$ cat src/rtl/spi_ram_arbiter.sv
// Two-requester arbiter in front of the single-port SPI command RAM.
// An address command locks the grant to its issuer until the matching data
// command arrives. Read data is routed back to the lock owner. Every wait is
// bounded by a timeout so that a stalled requester or RAM cannot hang the bus.
module spi_ram_arbiter #(
   parameter int LOCK_TIMEOUT = 16,  // idle cycles tolerated in LOCKED
   parameter int RD_TIMEOUT   = 8    // cycles tolerated in WAIT_RD
) (
   input  logic       clk,
   input  logic       rst_n,
   // requester 0
   input  logic [9:0] req0_cmd,
   input  logic       req0_valid,
   output logic       req0_ready,
   output logic       req0_rsp_valid,
   output logic [7:0] req0_rsp_data,
   output logic       req0_rsp_err,
   // requester 1
   input  logic [9:0] req1_cmd,
   input  logic       req1_valid,
   output logic       req1_ready,
   output logic       req1_rsp_valid,
   output logic [7:0] req1_rsp_data,
   output logic       req1_rsp_err,
   // RAM side
   output logic [9:0] ram_din,
   output logic       ram_rx_valid,
   input  logic [7:0] ram_dout,
   input  logic       ram_tx_valid,
   // status
   output logic       busy,
   output logic       owner
);

   localparam int CNT_MAX = (LOCK_TIMEOUT > RD_TIMEOUT) ? LOCK_TIMEOUT : RD_TIMEOUT;
   localparam int CW      = $clog2(CNT_MAX + 1);

   localparam logic [CW-1:0] LOCK_LAST = CW'(LOCK_TIMEOUT - 1);
   localparam logic [CW-1:0] RD_LAST   = CW'(RD_TIMEOUT - 1);
   localparam logic [CW-1:0] CNT_SAT   = CW'(CNT_MAX);

   // Opcode bit 0 separates address (0) from data (1) commands;
   // bit 1 separates write (0) from read (1).
   localparam logic [1:0] OP_WR_DATA = 2'b01;
   localparam logic [1:0] OP_RD_DATA = 2'b11;

   typedef enum logic [1:0] {
      ST_IDLE    = 2'd0,
      ST_LOCKED  = 2'd1,
      ST_WAIT_RD = 2'd2
   } state_t;

   state_t        state_q, state_d;
   logic          prio_q, prio_d;    // requester favoured on the next contention
   logic          owner_q, owner_d;
   logic          kind_q, kind_d;    // lock kind: 0 = write pair, 1 = read pair
   logic [CW-1:0] cnt_q, cnt_d;
   logic [9:0]    ram_din_q, ram_din_d;
   logic          ram_rx_valid_q, ram_rx_valid_d;
   logic [1:0]    rsp_valid_q, rsp_valid_d;
   logic [7:0]    rsp_data_q, rsp_data_d;
   logic          rsp_err_q, rsp_err_d;

   // Per-requester views so the arbitration logic can be indexed by id.
   logic [9:0] req_cmd      [2];
   logic [1:0] req_valid;
   logic [1:0] req_ready;
   logic [7:0] rsp_data_arr [2];
   logic [1:0] rsp_err_arr;

   logic [1:0] acc_vec;
   logic       accept;
   logic       acc_id;
   logic [9:0] acc_cmd;
   logic [1:0] acc_op;

   assign req_cmd[0]   = req0_cmd;
   assign req_cmd[1]   = req1_cmd;
   assign req_valid[0] = req0_valid;
   assign req_valid[1] = req1_valid;

   // Counter that stops at its maximum instead of wrapping.
   function automatic logic [CW-1:0] sat_inc(input logic [CW-1:0] v);
      return (v == CNT_SAT) ? v : v + CW'(1);
   endfunction

   // Ready: arbitration in IDLE, owner-only in LOCKED, nobody in WAIT_RD.
   always_comb begin
      req_ready = 2'b00;
      case (state_q)
         ST_IDLE: begin
            if (req_valid[0] && (!req_valid[1] || !prio_q)) begin
               req_ready[0] = 1'b1;
            end else if (req_valid[1]) begin
               req_ready[1] = 1'b1;
            end
         end
         ST_LOCKED: req_ready[owner_q] = 1'b1;
         default:   req_ready = 2'b00;
      endcase
   end

   // At most one handshake per cycle because ready is one-hot or zero.
   assign acc_vec = req_valid & req_ready;
   assign accept  = |acc_vec;
   assign acc_id  = acc_vec[1];
   assign acc_cmd = acc_id ? req_cmd[1] : req_cmd[0];
   assign acc_op  = acc_cmd[9:8];

   // Next-state, forwarding and response generation.
   always_comb begin
      state_d        = state_q;
      prio_d         = prio_q;
      owner_d        = owner_q;
      kind_d         = kind_q;
      cnt_d          = cnt_q;
      ram_din_d      = ram_din_q;
      ram_rx_valid_d = 1'b0;
      rsp_valid_d    = 2'b00;
      rsp_data_d     = 8'h00;
      rsp_err_d      = 1'b0;

      case (state_q)
         ST_IDLE: begin
            if (accept) begin
               prio_d = ~acc_id;
               if (!acc_op[0]) begin
                  // Address command opens a locked pair.
                  ram_din_d      = acc_cmd;
                  ram_rx_valid_d = 1'b1;
                  owner_d        = acc_id;
                  kind_d         = acc_op[1];
                  cnt_d          = '0;
                  state_d        = ST_LOCKED;
               end else begin
                  // Data command without a preceding address: swallow it.
                  rsp_valid_d[acc_id] = 1'b1;
                  rsp_err_d           = 1'b1;
               end
            end
         end

         ST_LOCKED: begin
            if (accept) begin
               cnt_d = '0;
               if (!acc_op[0]) begin
                  // Re-address: forward and adopt the new pair kind.
                  ram_din_d      = acc_cmd;
                  ram_rx_valid_d = 1'b1;
                  kind_d         = acc_op[1];
               end else if (acc_op == OP_WR_DATA && !kind_q) begin
                  ram_din_d      = acc_cmd;
                  ram_rx_valid_d = 1'b1;
                  state_d        = ST_IDLE;
               end else if (acc_op == OP_RD_DATA && kind_q) begin
                  ram_din_d      = acc_cmd;
                  ram_rx_valid_d = 1'b1;
                  state_d        = ST_WAIT_RD;
               end else begin
                  // Data op that does not match the open pair.
                  rsp_valid_d[acc_id] = 1'b1;
                  rsp_err_d           = 1'b1;
               end
            end else if (cnt_q >= LOCK_LAST) begin
               // Owner went quiet: drop the lock silently.
               cnt_d   = '0;
               state_d = ST_IDLE;
            end else begin
               cnt_d = sat_inc(cnt_q);
            end
         end

         ST_WAIT_RD: begin
            if (ram_tx_valid) begin
               rsp_valid_d[owner_q] = 1'b1;
               rsp_data_d           = ram_dout;
               cnt_d                = '0;
               state_d              = ST_IDLE;
            end else if (cnt_q >= RD_LAST) begin
               rsp_valid_d[owner_q] = 1'b1;
               rsp_err_d            = 1'b1;
               cnt_d                = '0;
               state_d              = ST_IDLE;
            end else begin
               cnt_d = sat_inc(cnt_q);
            end
         end

         default: begin
            cnt_d   = '0;
            state_d = ST_IDLE;
         end
      endcase
   end

   // State and output registers; reset drops any pending response.
   always_ff @(posedge clk or negedge rst_n) begin
      if (!rst_n) begin
         state_q        <= ST_IDLE;
         prio_q         <= 1'b0;
         owner_q        <= 1'b0;
         kind_q         <= 1'b0;
         cnt_q          <= '0;
         ram_din_q      <= 10'h000;
         ram_rx_valid_q <= 1'b0;
         rsp_valid_q    <= 2'b00;
         rsp_data_q     <= 8'h00;
         rsp_err_q      <= 1'b0;
      end else begin
         state_q        <= state_d;
         prio_q         <= prio_d;
         owner_q        <= owner_d;
         kind_q         <= kind_d;
         cnt_q          <= cnt_d;
         ram_din_q      <= ram_din_d;
         ram_rx_valid_q <= ram_rx_valid_d;
         rsp_valid_q    <= rsp_valid_d;
         rsp_data_q     <= rsp_data_d;
         rsp_err_q      <= rsp_err_d;
      end
   end

   // Response payload is shared; each requester only sees it with its own pulse.
   generate
      for (genvar gi = 0; gi < 2; gi++) begin : g_rsp
         assign rsp_data_arr[gi] = rsp_valid_q[gi] ? rsp_data_q : 8'h00;
         assign rsp_err_arr[gi]  = rsp_valid_q[gi] & rsp_err_q;
      end
   endgenerate

   assign req0_ready     = req_ready[0];
   assign req1_ready     = req_ready[1];
   assign req0_rsp_valid = rsp_valid_q[0];
   assign req1_rsp_valid = rsp_valid_q[1];
   assign req0_rsp_data  = rsp_data_arr[0];
   assign req1_rsp_data  = rsp_data_arr[1];
   assign req0_rsp_err   = rsp_err_arr[0];
   assign req1_rsp_err   = rsp_err_arr[1];

   assign ram_din      = ram_din_q;
   assign ram_rx_valid = ram_rx_valid_q;
   assign busy         = (state_q != ST_IDLE);
   assign owner        = owner_q;

endmodule

$ cat config.mk
export PLATFORM = sky130hd
export DESIGN_NAME = spi_ram_arbiter
export DESIGN_NICKNAME = d
export VERILOG_FILES = /design/src/rtl/spi_ram_arbiter.sv
export SDC_FILE = /design/constraint.sdc
export NUM_CORES = 1
export LEC_CHECK = 0
export BUFFER_PORTS_ARGS = -buffer_cell sky130_fd_sc_hd__buf_2
export CAP_MARGIN = 40
export CORE_UTILIZATION = 51
export CTS_CLUSTER_DIAMETER = 80
export DETAILED_ROUTE_END_ITERATION = 6
export PLACE_DENSITY = 0.8
export SLEW_MARGIN = 20
export SYNTH_ARGS = -nofsm -noshare
export SYNTH_HDL_FRONTEND = slang
export SYNTH_SLANG_ARGS = --single-unit
$ cat constraint.sdc
create_clock -name clk -period 2.46 [get_ports clk]
set_input_delay 0 -clock clk [delete_from_list [all_inputs] [get_ports clk]]
set_output_delay 0 -clock clk [all_outputs]
set_load 0.005 [all_outputs]
### Yosys cells after proc, flatten, opt, wreduce, memory -nomap -nowiden

Index checks and enable logic that the tools add are counted.
Widths: inputs -> output; s select.

* flip-flop bits (word level): 32
* input port bits: 33

* add/sub/neg operators: 1
* magnitude comparators: 6
* equal/unequal tests: 13
* muxes and demuxes: 63
* bitwise gates (word level): 5
* reduce and logical (&&, ||, !) cells: 20

Operators by type and width (number)
* $mux 10: 7
* $mux 5: 7
* $mux 2: 17
* $mux 8: 4
* $pmux 10 s2: 1
* $mux 1: 19
* $pmux 5 s3: 1
* $pmux 2 s3: 2
* $ne 3x3->1 const B: 3
* $ne 4x4->1 const B: 2
* $ne 2x2->1 const B: 3
* $reduce_and 3->1: 2
* $reduce_and 6->1: 1
* $add 5x1->5 const B: 1
* $eq 5x5->1 const B: 1
* $ge 5x3->1 const B: 1
* $ge 5x4->1 const B: 1
* $logic_and 1x1->1: 5
* $reduce_and 5->1: 1
* $eq 2x1->1 const B: 2
* $eq 2x2->1 const B: 2
* $lt 1x2->1 const B: 2
* $pmux 2 s2: 1
* $reduce_and 2->1: 2
* 12 further kinds: 20

### Logic depth before layout (Yosys ltp)

Gate-level depths: netlist (run 1).

* depth after elaboration: 15
* depth in mapped cells: 11

### Worst setup path after synthesis (run 1)

OpenSTA, ideal clock, no wires.

* path type: reg-to-reg
* from: register state_q[1]
* to: register state_q[1]
* data arrival time: 2023 ps
* data required time: 2393 ps
* path slack: 370 ps
* cell stages (with the launch flop): 10
* buffers on the path: 1
* period minus slack after synthesis: 2090 ps
* path through: dfrtp_1 inv_1 ha_1 nor2b_1 o21ai_1 and2_4 buf_6 a32o_1 o41ai_2 o41a_1

* word-level cells in the longest chain between the ends: 10

RTL lines
* from (decl): line 53 `state_t state_q, state_d;`
* from (signal assigned): line 210 `state_q <= state_d;`
* $eq 2x1->1 / $logic_not 2->1 (equally long branches): line 90, 123
* $pmux 2 s2: line 90 `case (state_q)`
* $and 2x2->2: line 104 `assign acc_vec = req_valid & req_ready;`
* $mux 10: line 107 `assign acc_cmd = acc_id ? req_cmd[1] : req_cmd[0];`
* $eq 2x1->1: line 151 `end else if (acc_op == OP_WR_DATA && !kind_q) begin`
* $logic_and 1x1->1: line 151
* $mux 2: line 151
* $mux 2: line 146 `if (!acc_op[0]) begin`
* $mux 2: line 144 `if (accept) begin`
* $pmux 2 s3: line 123 `case (state_q)`

Parallel ways exist; a longest one is shown, timed or not. The select of a mux whose other input is x is not followed.
A chain may end at the register's enable or synchronous reset.

### Worst setup path in the final report (run 1)

* from: register state_q[1]
* to: register cnt_q[2]

* word-level cells in the longest chain between the ends: 6

RTL lines
* $eq 2x1->1 / $logic_not 2->1 (equally long branches): line 90, 123
* $pmux 2 s2: line 90
* $and 2x2->2: line 104
* $reduce_or 2->1 / $mux 10 (equally long branches): line 105, 107
* $mux 5 / $ne 2x2->1 (equally long branches)
* $pmux 5 s3 / $reduce_and 2->1 (equally long branches)
* to (signal assigned): line 214 `cnt_q <= cnt_d;`
* to (decl): line 57 `logic [CW-1:0] cnt_q, cnt_d;`

Parallel ways exist; a longest one is shown, timed or not.

==> results.md, run 1 <==
* Reg area at between 800 and 900 um^2
* Cell area power density at about 1200 nW/um^2
* Final ANT Viol Nets at 0
* Maximum vdd ir drop at roughly 900 uV
* Simple-gate share of the synthesized area at between 20% and 30%
* N_diodes at 0
* Clock transition at path regs at 0.07 ns
* Yosys warns at 0
* R2R Path Start: state_q[1]
* Setup TNS at 0 ns
* Met3 Use GR at 5.00%
* WL/cell at 14.6 um
* Fin cells at approximately 370
* Total gr overflow at 0
* Hold Startpoint: ram_tx_valid
* Num rows at 23
* Clk_skew at between 0.007 and 0.008 ns
* Mapped Cells at roughly 240
* Worst r2r path cells at 9
* Outcome: finished, final reports clean
* Post-CTS Repair Setup Buffers at 0
* First-pass GRT wire length at around 8400 um
* Hold Crit Depth at 2
* Die area at around 4400 um^2
* Residual DRC at 0
* Placed cell count at 350
* Total core area at between 4000 and 5000 um^2
* Final nets at 356
* Multi-input logic area at ~1200 um^2
* Worst Hold Class: primary input to flop
* Share of layout cells above drive strength 1 at ~29%
* Pre-antenna DRT Iters at 4
* Max-cap violations at 0
* DIE HEIGHT at 66.3 um
* Met1 GRT Util at between 30 and 40%
* Largest buffer count on any clock path at 2
* Mapped cell area at approximately 2100 um^2
* Async SR Flop Fraction at 100%
* Post-synthesis sequential area ratio at around 38%
* Pre-CTS WS at 0.222 ns
* Data required, critical path at around 2.6 ns
* Initial Utilization at about 53%
* Clk_lat worst skew at ~0.29 ns
* Post-synthesis xor/xnor area fraction at less than 1%
* Worst Setup Path Type: flop to flop
* Top Ports at a little under 70
* Layout overhead on the synthesized area at 27.1%
* CP arrival at between 2 and 2.5 ns
* Leakage Power at 1.34 nW
* RSZ-0062 raised after global routing: false
* FF+latch count, synth at 32
* Vias per cell at around 5.6
* WL final at around 5400 um
* DP HPWL at between 3000 and 4000 um
* CTS H-Tree Depth at 2
* Via count at slightly above 2,000
* Final hold vios at 0
* Adder-cell share of the synthesized area at approximately 4.1%
* Setup violators final at 0
* Filler cells at between 300 and 400
* Placer congestion estimate at between 0.8 and 0.9
* Clock tree from TritonCTS: built
* Post-layout min period at between 2 and 2.5 ns
* Number of flops mapped to enable cells by yosys at 0
* Final Max Slew Viols at 0
* Global route hottest layer: met2
* Worst-Margin Slew at between 0.7 and 0.8 ns
* Slew headroom at between 50 and 60%
* Yosys cell types at 42
* CP Capture Type: flop
* Final WS setup at around 0.24 ns
* Largest net degree at the start of global routing at 33
* Hold slack at about 0.04 ns
* Die width at 66.3 um
* Main combinational cell family by area after synthesis: simple AND/OR/NAND/NOR gates
* Main synth FF type: dfrtp_1
* Final Power at ~3.2 mW
* Vias in the first global route at between 1,500 and 2,000
* Initial DRC Count at 159
* Crit path max fanout at 8
* Compound-Gate Fraction of Synth Area at about a fifth
* Cts bufs inserted at 5
* Post-Syn Nets at 277
* Part of the cycle the worst path needs at between 90 and 100%
* Worst Setup SP: state_q[1]
* Max Freq at between 400 and 500 MHz
* Clock Tree Root: clkbuf_8
* CTS sink count at 32
* Initial antenna violation count at 0
* Critical path startpoint category: flop
* Met2 GRT Util at 41.5%
* Syn_area_per_cell at slightly below 9 um^2
* Overall routing resource usage at approximately 26%
* Mux share of post-synthesis cell area at under 10%
* Port bufs at 67
## logic make-up after synthesis
family / Yosys count
multiplexers: 11
adder cells (fa/ha/maj): 7
AO/OA/AOI/OAI: 58
flip-flops: 32
buffers and inverters: 22
XOR/XNOR: 1
AND/OR/NAND/NOR: 106
## power breakdown
group / switching, mW / leakage (nW) / internal (mW)
sequential: 0.169 / 0.415 / 0.700
combinational: 1.08 / 0.880 / 0.814
clock: 0.208 / 0.0445 / 0.227
total: 1.46 / 1.34 / 1.74
## layer usage
layer / vias to the layer above / part of all wire (%)
li1: 1012 / -
met1: 975 / 46
met2: 60 / 47
met3: 11 / 4.9
met4: 0 / 1.8
met5: - / 0
## per-stage QoR
step | area, um^2 | utilization (%)
2_1_floorplan | 2110 | -
3_3_place_gp | 2500 | 62.5
3_5_place_dp | 2500 | 62.5
4_1_cts | 2680 | 67.1
5_1_grt | 2680 | 67.1
6_report | 2680 | 67.1
## path summary, 6_finish.rpt
check | end | slack [ns]
worst max-delay path | cnt_q[2] | 0.24
worst min-delay path | rsp_data_q[5] | 0.04
worst max register to register | cnt_q[2] | 0.24
worst min register to register | prio_q | 0.55
max in group asynchronous | rsp_data_q[6] | 1.71
min in group asynchronous | ram_din[9] | 0.29
## cell usage in the layout, fill, tap and decap left out, types with 3 or more instances in the layout
master	count
and3_1	11
a21o_1	4
dfrtp_1	32
and2_1	19
a31oi_1	4
inv_1	10
dlygate4sd3_1	9
nand2_1	25
ha_1	7
mux2i_1	8
nand3_1	10
a21oi_1	8
o22ai_1	3
nor2_1	19
o21ai_1	6
clkbuf_8	6
a211oi_1	10
buf_2	67
nand2b_1	9
o21ai_0	4
buf_4	8
nor3_1	3
o221ai_1	8
## timing repair
| action | 4_1_cts | 5_1_grt |
|---|---|---|
| endpoints found under the setup margin | 0 | 1 |
| hold buffers | 9 | 0 |
| gates resized for setup | 0 | 1 |
| hold endpoints to repair | 40 | 0 |
## final cells by class
type,instances,area share [%]
sequential,32,29.8
clock inverter,1,0.280
timing repair buffer,84,18.1
clock buffer,7,3.22
multi-input combinational,183,44.8
tap,50,2.33
inverter,10,1.40
## state kept, by name (all words and copies together), names as in the netlist
name / count
rsp_valid_q: 2
ram_din: 10
cnt_q: 5
rsp_err_q: 1
prio_q: 1
kind_q: 1
state_q: 2
ram_rx_valid: 1
owner: 1
rsp_data_q: 8
## synth_stat cells, types with 4 or more instances
| cell | instances | area, um^2 |
|---|---|---|
| nor2_1 | 19 | 71.3 |
| clkbuf_1 | 4 | 15.0 |
| a31oi_1 | 4 | 25.0 |
| o21ai_1 | 6 | 30.0 |
| ha_1 | 7 | 87.6 |
| dfrtp_1 | 32 | 801 |
| mux2i_1 | 9 | 90.1 |
| o221ai_1 | 8 | 70.1 |
| nand2_1 | 25 | 93.8 |
| a21o_1 | 4 | 30.0 |
| inv_1 | 10 | 37.5 |
| and3_1 | 11 | 68.8 |
| nand3_1 | 10 | 50.1 |
| nand2b_1 | 9 | 56.3 |
| o21ai_0 | 4 | 20.0 |
| a211oi_1 | 10 | 75.1 |
| buf_2 | 4 | 20.0 |
| and2_1 | 19 | 119 |
| a21oi_1 | 8 | 40.0 |
## worst max-delay path: stages, from the launching register on
cell and delay [ns]:
dfrtp_1 0.37, inv_1 0.09, ha_1 0.19, buf_4 0.16
nor2b_1 0.14, o21ai_1 0.20, nand2_1 0.13, a21oi_1 0.49
nand3b_1 0.23, o22ai_1 0.10
(Power assumes the default switching activity.)
==> inputs of run 2 (changes only) <==
CORE_UTILIZATION = 29   (was 51)
PLACE_DENSITY = default   (was 0.8)
clock period = 1.9 ns   (was 2.46 ns; I/O delays follow)
==> results.md, run 2 (same netlist as run 1, synthesis figures left out) <==
* Part of the cycle the worst path needs at 108%
* Layout overhead on the synthesized area at 57.6%
* RSZ-0062 raised after global routing: true
* Clock tree from TritonCTS: built
* Buf/Inv on CP at 3
* Commonest non-fill, non-tap cell in the layout: buf_2
* Worst r2r dst: state_q[1]
* Share of layout cells above drive strength 1 at between 40 and 50%
* Post-layout min period at slightly above 2 ns
* Vias in the first global route at 2,057
* Cell area power density at approximately 1800 nW/um^2
* Finished Core Util at between 40% and 50%
* Vias per cell at 5.00
* CP Capture Type: flop
* N_diodes at 0
* Maximum vdd ir drop at between 700 and 800 uV
* Register-to-register setup slack at -0.16 ns
* Largest buffer count on any clock path at 2
* Final WS setup at -0.161 ns
* Max Freq at approximately 490 MHz
* Final hold vios at 0
* Clk_lat worst skew at about 0.29 ns
* Port bufs at 67
* Failing checks: setup timing
* WL/cell at roughly 15 um
* Clk_skew at 0.00718 ns
* Largest register FFs at 10
* Pre-antenna DRT Iters at 5
* Final Max Slew Viols at 0
* Data required, critical path at ~2.1 ns
* Worst-Margin Slew at between 0.7 and 0.8 ns
* Clock Tree Root: clkbuf_8
* Hold Crit Depth at 2
* Worst r2r path cells at 8
* Initial Utilization at 30.6%
* Outcome: complete, but fails checks
* Critical path startpoint category: flop
* CP max-delay cell: o41a_1
* Slew headroom at between 50% and 60%
* Cts bufs inserted at 5
* CP arrival at between 2 and 2.5 ns
* Placement Cell Area at approximately 2800 um^2
* Delay-heaviest family, CP: compound AO/OA/AOI/OAI gates
* R2R Path Start: state_q[1]
* Final ANT Viol Nets at 0
* First-pass GRT wire length at ~9900 um
* Overall routing resource usage at 16.8%
* Top Ports at 68
* Leakage Power at ~1.6 nW
* Filler cells at ~660
* Crit path max fanout at 4
* Multi-input logic area at 1450 um^2
* Residual DRC at 0
* Hold Startpoint: ram_tx_valid
* Worst Setup Path Type: flop to flop
* Die area at between 7000 and 8000 um^2
* DIE HEIGHT at 87.3 um
* Worst path max stage delay at a little over 0.4 ns
* Die width at around 87 um
* Final Instance Area at approximately 3300 um^2
* WL final at roughly 6500 um
* Reg area at ~800 um^2
* Final Power at approximately 5.8 mW
* Most frequent cells in the layout: buf_2 (67), dfrtp_1 (32), buf_4 (28)
* Setup violators final at 21
* Num rows at 30
* Total core area at about 6900 um^2
* Placer congestion estimate at between 0.8 and 0.9
* Max-cap violations at 0
* CTS H-Tree Depth at 2
* DP HPWL at between 4000 and 5000 um
* Via count at 2,235
* WHS Endpoint: rsp_data_q[1]
* Total gr overflow at 0
* Final nets at 390
* Clock transition at path regs at around 0.07 ns
* Initial antenna violation count at 0
* Worst Hold Class: primary input to flop
* CP cell instances: inv_2 -> buf_4 -> ha_4 -> a31o_4 -> mux2i_4 -> buf_6 -> a211oi_4 -> o41a_1
* Largest net degree at the start of global routing at 33
* Initial DRC Count at ~190
* CTS sink count at 32
[run 2: cell types whose count changed in the layout (fill, tap and decap cells not counted), moves of 3 or more]
cell,previous run,this run
nor2_4,0,4
o21ai_0,4,1
a211oi_2,0,6
a211oi_1,10,1
buf_4,8,28
nand2_2,0,4
nor2_2,0,3
nand2_1,25,21
buf_6,0,11
nor2_1,19,12
a211oi_4,0,3
[run 2: how the worst max path moves through the flow]
stage | start | end | slack (ns) | cells past startpoint
after floorplan | state_q[1] | state_q[1] | -0.06 | 8
after global placement | state_q[1] | state_q[1] | -0.21 | 9
after detailed placement | state_q[1] | cnt_q[3] | -0.27 | 9
after CTS | state_q[0] | state_q[1] | -0.13 | 8
after global routing | state_q[1] | state_q[1] | -0.21 | 8
final | state_q[1] | state_q[1] | -0.16 | 8
[run 2: metrics by stage]
step           TNS, ns  instances  hold slack, ns  worst slack [ns]
2_1_floorplan   -0.695        237          -0.296           -0.0600
3_3_place_gp     -3.01        420           0.106            -0.207
3_5_place_dp     -4.17        420           0.113            -0.266
4_1_cts          -1.27        441          0.0447            -0.132
5_1_grt          -3.49        447          0.0536            -0.210
6_report         -1.83        447          0.0398            -0.161
[run 2: worst reg2reg max path: stages, from the launching register on]
cell and delay (ns):
dfrtp_1 0.39, inv_2 0.09, buf_4 0.13, ha_4 0.15, a31o_4 0.23, mux2i_4 0.34, buf_6 0.16, a211oi_4 0.06
o41a_1 0.41
[run 2: what timing repair did]
action	CTS	global route
gates cloned	1	0
setup endpoints to repair	23	24
hold buffers	9	0
setup buffers	3	7
endpoints found under the hold margin	40	0
gates resized for setup	26	30
pin swaps	15	12
[run 2: layout make-up]
cell class / count / share of cell area [%]
multi-input combinational: 183 / 43.5
timing repair buffer: 118 / 24.5
sequential: 32 / 24.1
tap: 96 / 3.61
clock buffer: 6 / 2.18
inverter: 10 / 1.13
clock inverter: 2 / 1.05
[run 2: power breakdown]
part           internal [mW]  switching [mW]  total (mW)
combinational           2.01            2.02        4.03
sequential             0.906           0.212        1.12
clock                  0.389           0.283       0.672
total                   3.31            2.52        5.82
[run 2: per-layer routing]
layer	wire length, um	GRT usage, %	vias up
li1	-	-	1077
met1	2990	21.9	1083
met2	3190	28.0	65
met3	241	2.94	10
met4	83	5.66	0
met5	0	0	-
==> inputs of run 3 (changes only) <==
CORE_UTILIZATION = 45   (was 29)
PLACE_DENSITY = 0.75   (was default)
==> results.md, run 3 (same netlist as run 1, synthesis figures left out) <==
* Outcome: complete, but fails checks
* Failing checks: DRC, setup timing
* Total core area at 4440 um^2
* N_diodes at 0
* Worst Setup Path Type: flop to flop
* Share of layout cells above drive strength 1 at a little under half
* Initial Utilization at 47.5%
* RSZ-0062 raised after global routing: true
* Critical path startpoint category: flop
* Die width at 70.5 um
* Via count at 2,316
* WL final at approximately 6600 um
* Leakage Power at roughly 1.6 nW
* DIE HEIGHT at between 70 and 80 um
* Clock tree from TritonCTS: built
* Register-to-register setup slack at -0.16 ns
* Die area at between 4000 and 5000 um^2
* Cell area power density at approximately 1800 nW/um^2
* Worst-Margin Slew at 0.756 ns
* Largest register FFs at 10
* Clk_lat worst skew at around 0.3 ns
* Maximum vdd ir drop at 1050 uV
* Final ANT Viol Nets at 0
* Hold slack at 0.0352 ns
* Total number of cells along the worst setup path at 8
* Delay-heaviest family, CP: compound AO/OA/AOI/OAI gates
* Worst Hold Class: primary input to flop
* Worst r2r dst: state_q[1]
* First-pass GRT wire length at around 9800 um
* Most frequent cells in the layout: buf_2 (67), dfrtp_1 (31), buf_4 (29)
* Part of the cycle the worst path needs at 108%
* Cts bufs inserted at 5
* Final Max Slew Viols at 0
* Largest buffer count on any clock path at 2
* Pre-antenna DRT Iters at 6
* Max Freq at ~490 MHz
* Post-layout min period at around 2.1 ns
* Total gr overflow at 0
* Vias in the first global route at 2,118
* Pre-CTS WS at -0.274 ns
* Setup violators final at 21
* Final nets at ~390
* DP HPWL at 4080 um
* Initial DRC Count at roughly 240
* CP max-delay cell: dfrtp_2
* Initial antenna violation count at 0
* Top Ports at around 70
* Num rows at 24
* CP arrival at ~2.3 ns
* Port bufs at 67
* CTS H-Tree Depth at 2
* Clock transition at path regs at around 0.070 ns
* Residual DRC at 14
* End of the critical path: state_q[1]
* Finished Core Util at about 74%
* Final WS setup at -0.157 ns
* Final Instance Area at between 3000 and 4000 um^2
* Data required, critical path at between 2 and 2.5 ns
* Clk_skew at roughly 0.0091 ns
* CP cell instances: ha_4 -> and3_4 -> a31o_4 -> buf_4 -> nor2_2 -> o21ai_2 -> o41ai_2 -> o41a_1
* WL/cell at 16.4 um
* Commonest non-fill, non-tap cell in the layout: buf_2
* Clock Tree Root: clkbuf_8
* Slew headroom at between 40% and 50%
* Buf/Inv on CP at 1
* Overall routing resource usage at between 20% and 30%
* Filler cells at around 300
* Placer congestion estimate at ~0.85
* Largest net degree at the start of global routing at 33
* CP Capture Type: flop
* Layout overhead on the synthesized area at 55.8%
* Vias per cell at between 5 and 6
* Worst path max stage delay at about 0.44 ns
* Worst r2r path cells at 8
* Max-cap violations at 0
* CTS sink count at 32
* Placement Cell Area at ~2700 um^2
* Final hold vios at 0
* Crit path max fanout at 4
* Worst Setup SP: state_q[0]
* R2R Path Start: state_q[0]
[run 3: changes by cell type in the layout (fill, tap and decap cells not counted), moves of 3 or more]
cell / before / now
a211oi_4: 3 / 0
a21oi_1: 7 / 4
a21oi_2: 0 / 3
mux2i_1: 8 / 5
[run 3: cell type report]
cell class              count  area (um^2)  share of cell area [%]
clock buffers               7         96.3                    2.93
clock inverters             1         30.0                   0.913
inverters                  10         37.5                    1.14
multi-input cells         183         1460                    44.5
flip-flops and latches     32          802                    24.4
well taps                  52         65.1                    1.98
repair buffers            117          796                    24.2
[run 3: how the worst min path moves through the flow]
stage,start,endpoint,slack (ns),cells after the start
after global routing,ram_tx_valid,rsp_data_q[0],0.06,2
final,ram_tx_valid,rsp_data_q[0],0.04,2
after floorplan,rst_n,cnt_q[0],-0.30,0
after CTS,ram_tx_valid,rsp_data_q[0],0.04,2
after global placement,rst_n,cnt_q[1],0.11,1
after detailed placement,rst_n,cnt_q[1],0.11,1
[run 3: metal layers]
| layer | track usage, % | part of all wire (%) | vias up |
|---|---|---|---|
| li1 | - | - | 1074 |
| met1 | 32.3 | 40 | 1113 |
| met2 | 42.9 | 49 | 107 |
| met3 | 3.61 | 6.4 | 22 |
| met4 | 8.84 | 3.7 | 0 |
| met5 | 0 | 0 | - |
[run 3: repair_timing]
| action | CTS | global route |
|---|---|---|
| endpoints found under the hold margin | 40 | 0 |
| setup buffers | 7 | 2 |
| hold buffers | 9 | 0 |
| resized for setup | 23 | 39 |
| cloned | 1 | 0 |
| pin swaps | 22 | 12 |
| setup endpoints to repair | 23 | 23 |
[run 3: power breakdown]
| group | total (mW) | internal [mW] | switching (mW) | leakage, nW |
|---|---|---|---|---|
| Clock | 0.732 | 0.463 | 0.270 | 0.0645 |
| Combinational | 3.93 | 1.94 | 1.99 | 1.11 |
| Sequential | 1.13 | 0.908 | 0.223 | 0.413 |
| Total | 5.80 | 3.32 | 2.48 | 1.58 |
[run 3: per-stage QoR]
step	setup TNS (ns)	instances	total power, mW
3_5_place_dp	-4.49	376	4.05
3_3_place_gp	-2.57	376	3.97
4_1_cts	-1.35	401	5.22
6_report	-1.66	402	5.80
5_1_grt	-3.35	402	6.12
2_1_floorplan	-0.695	237	3.00
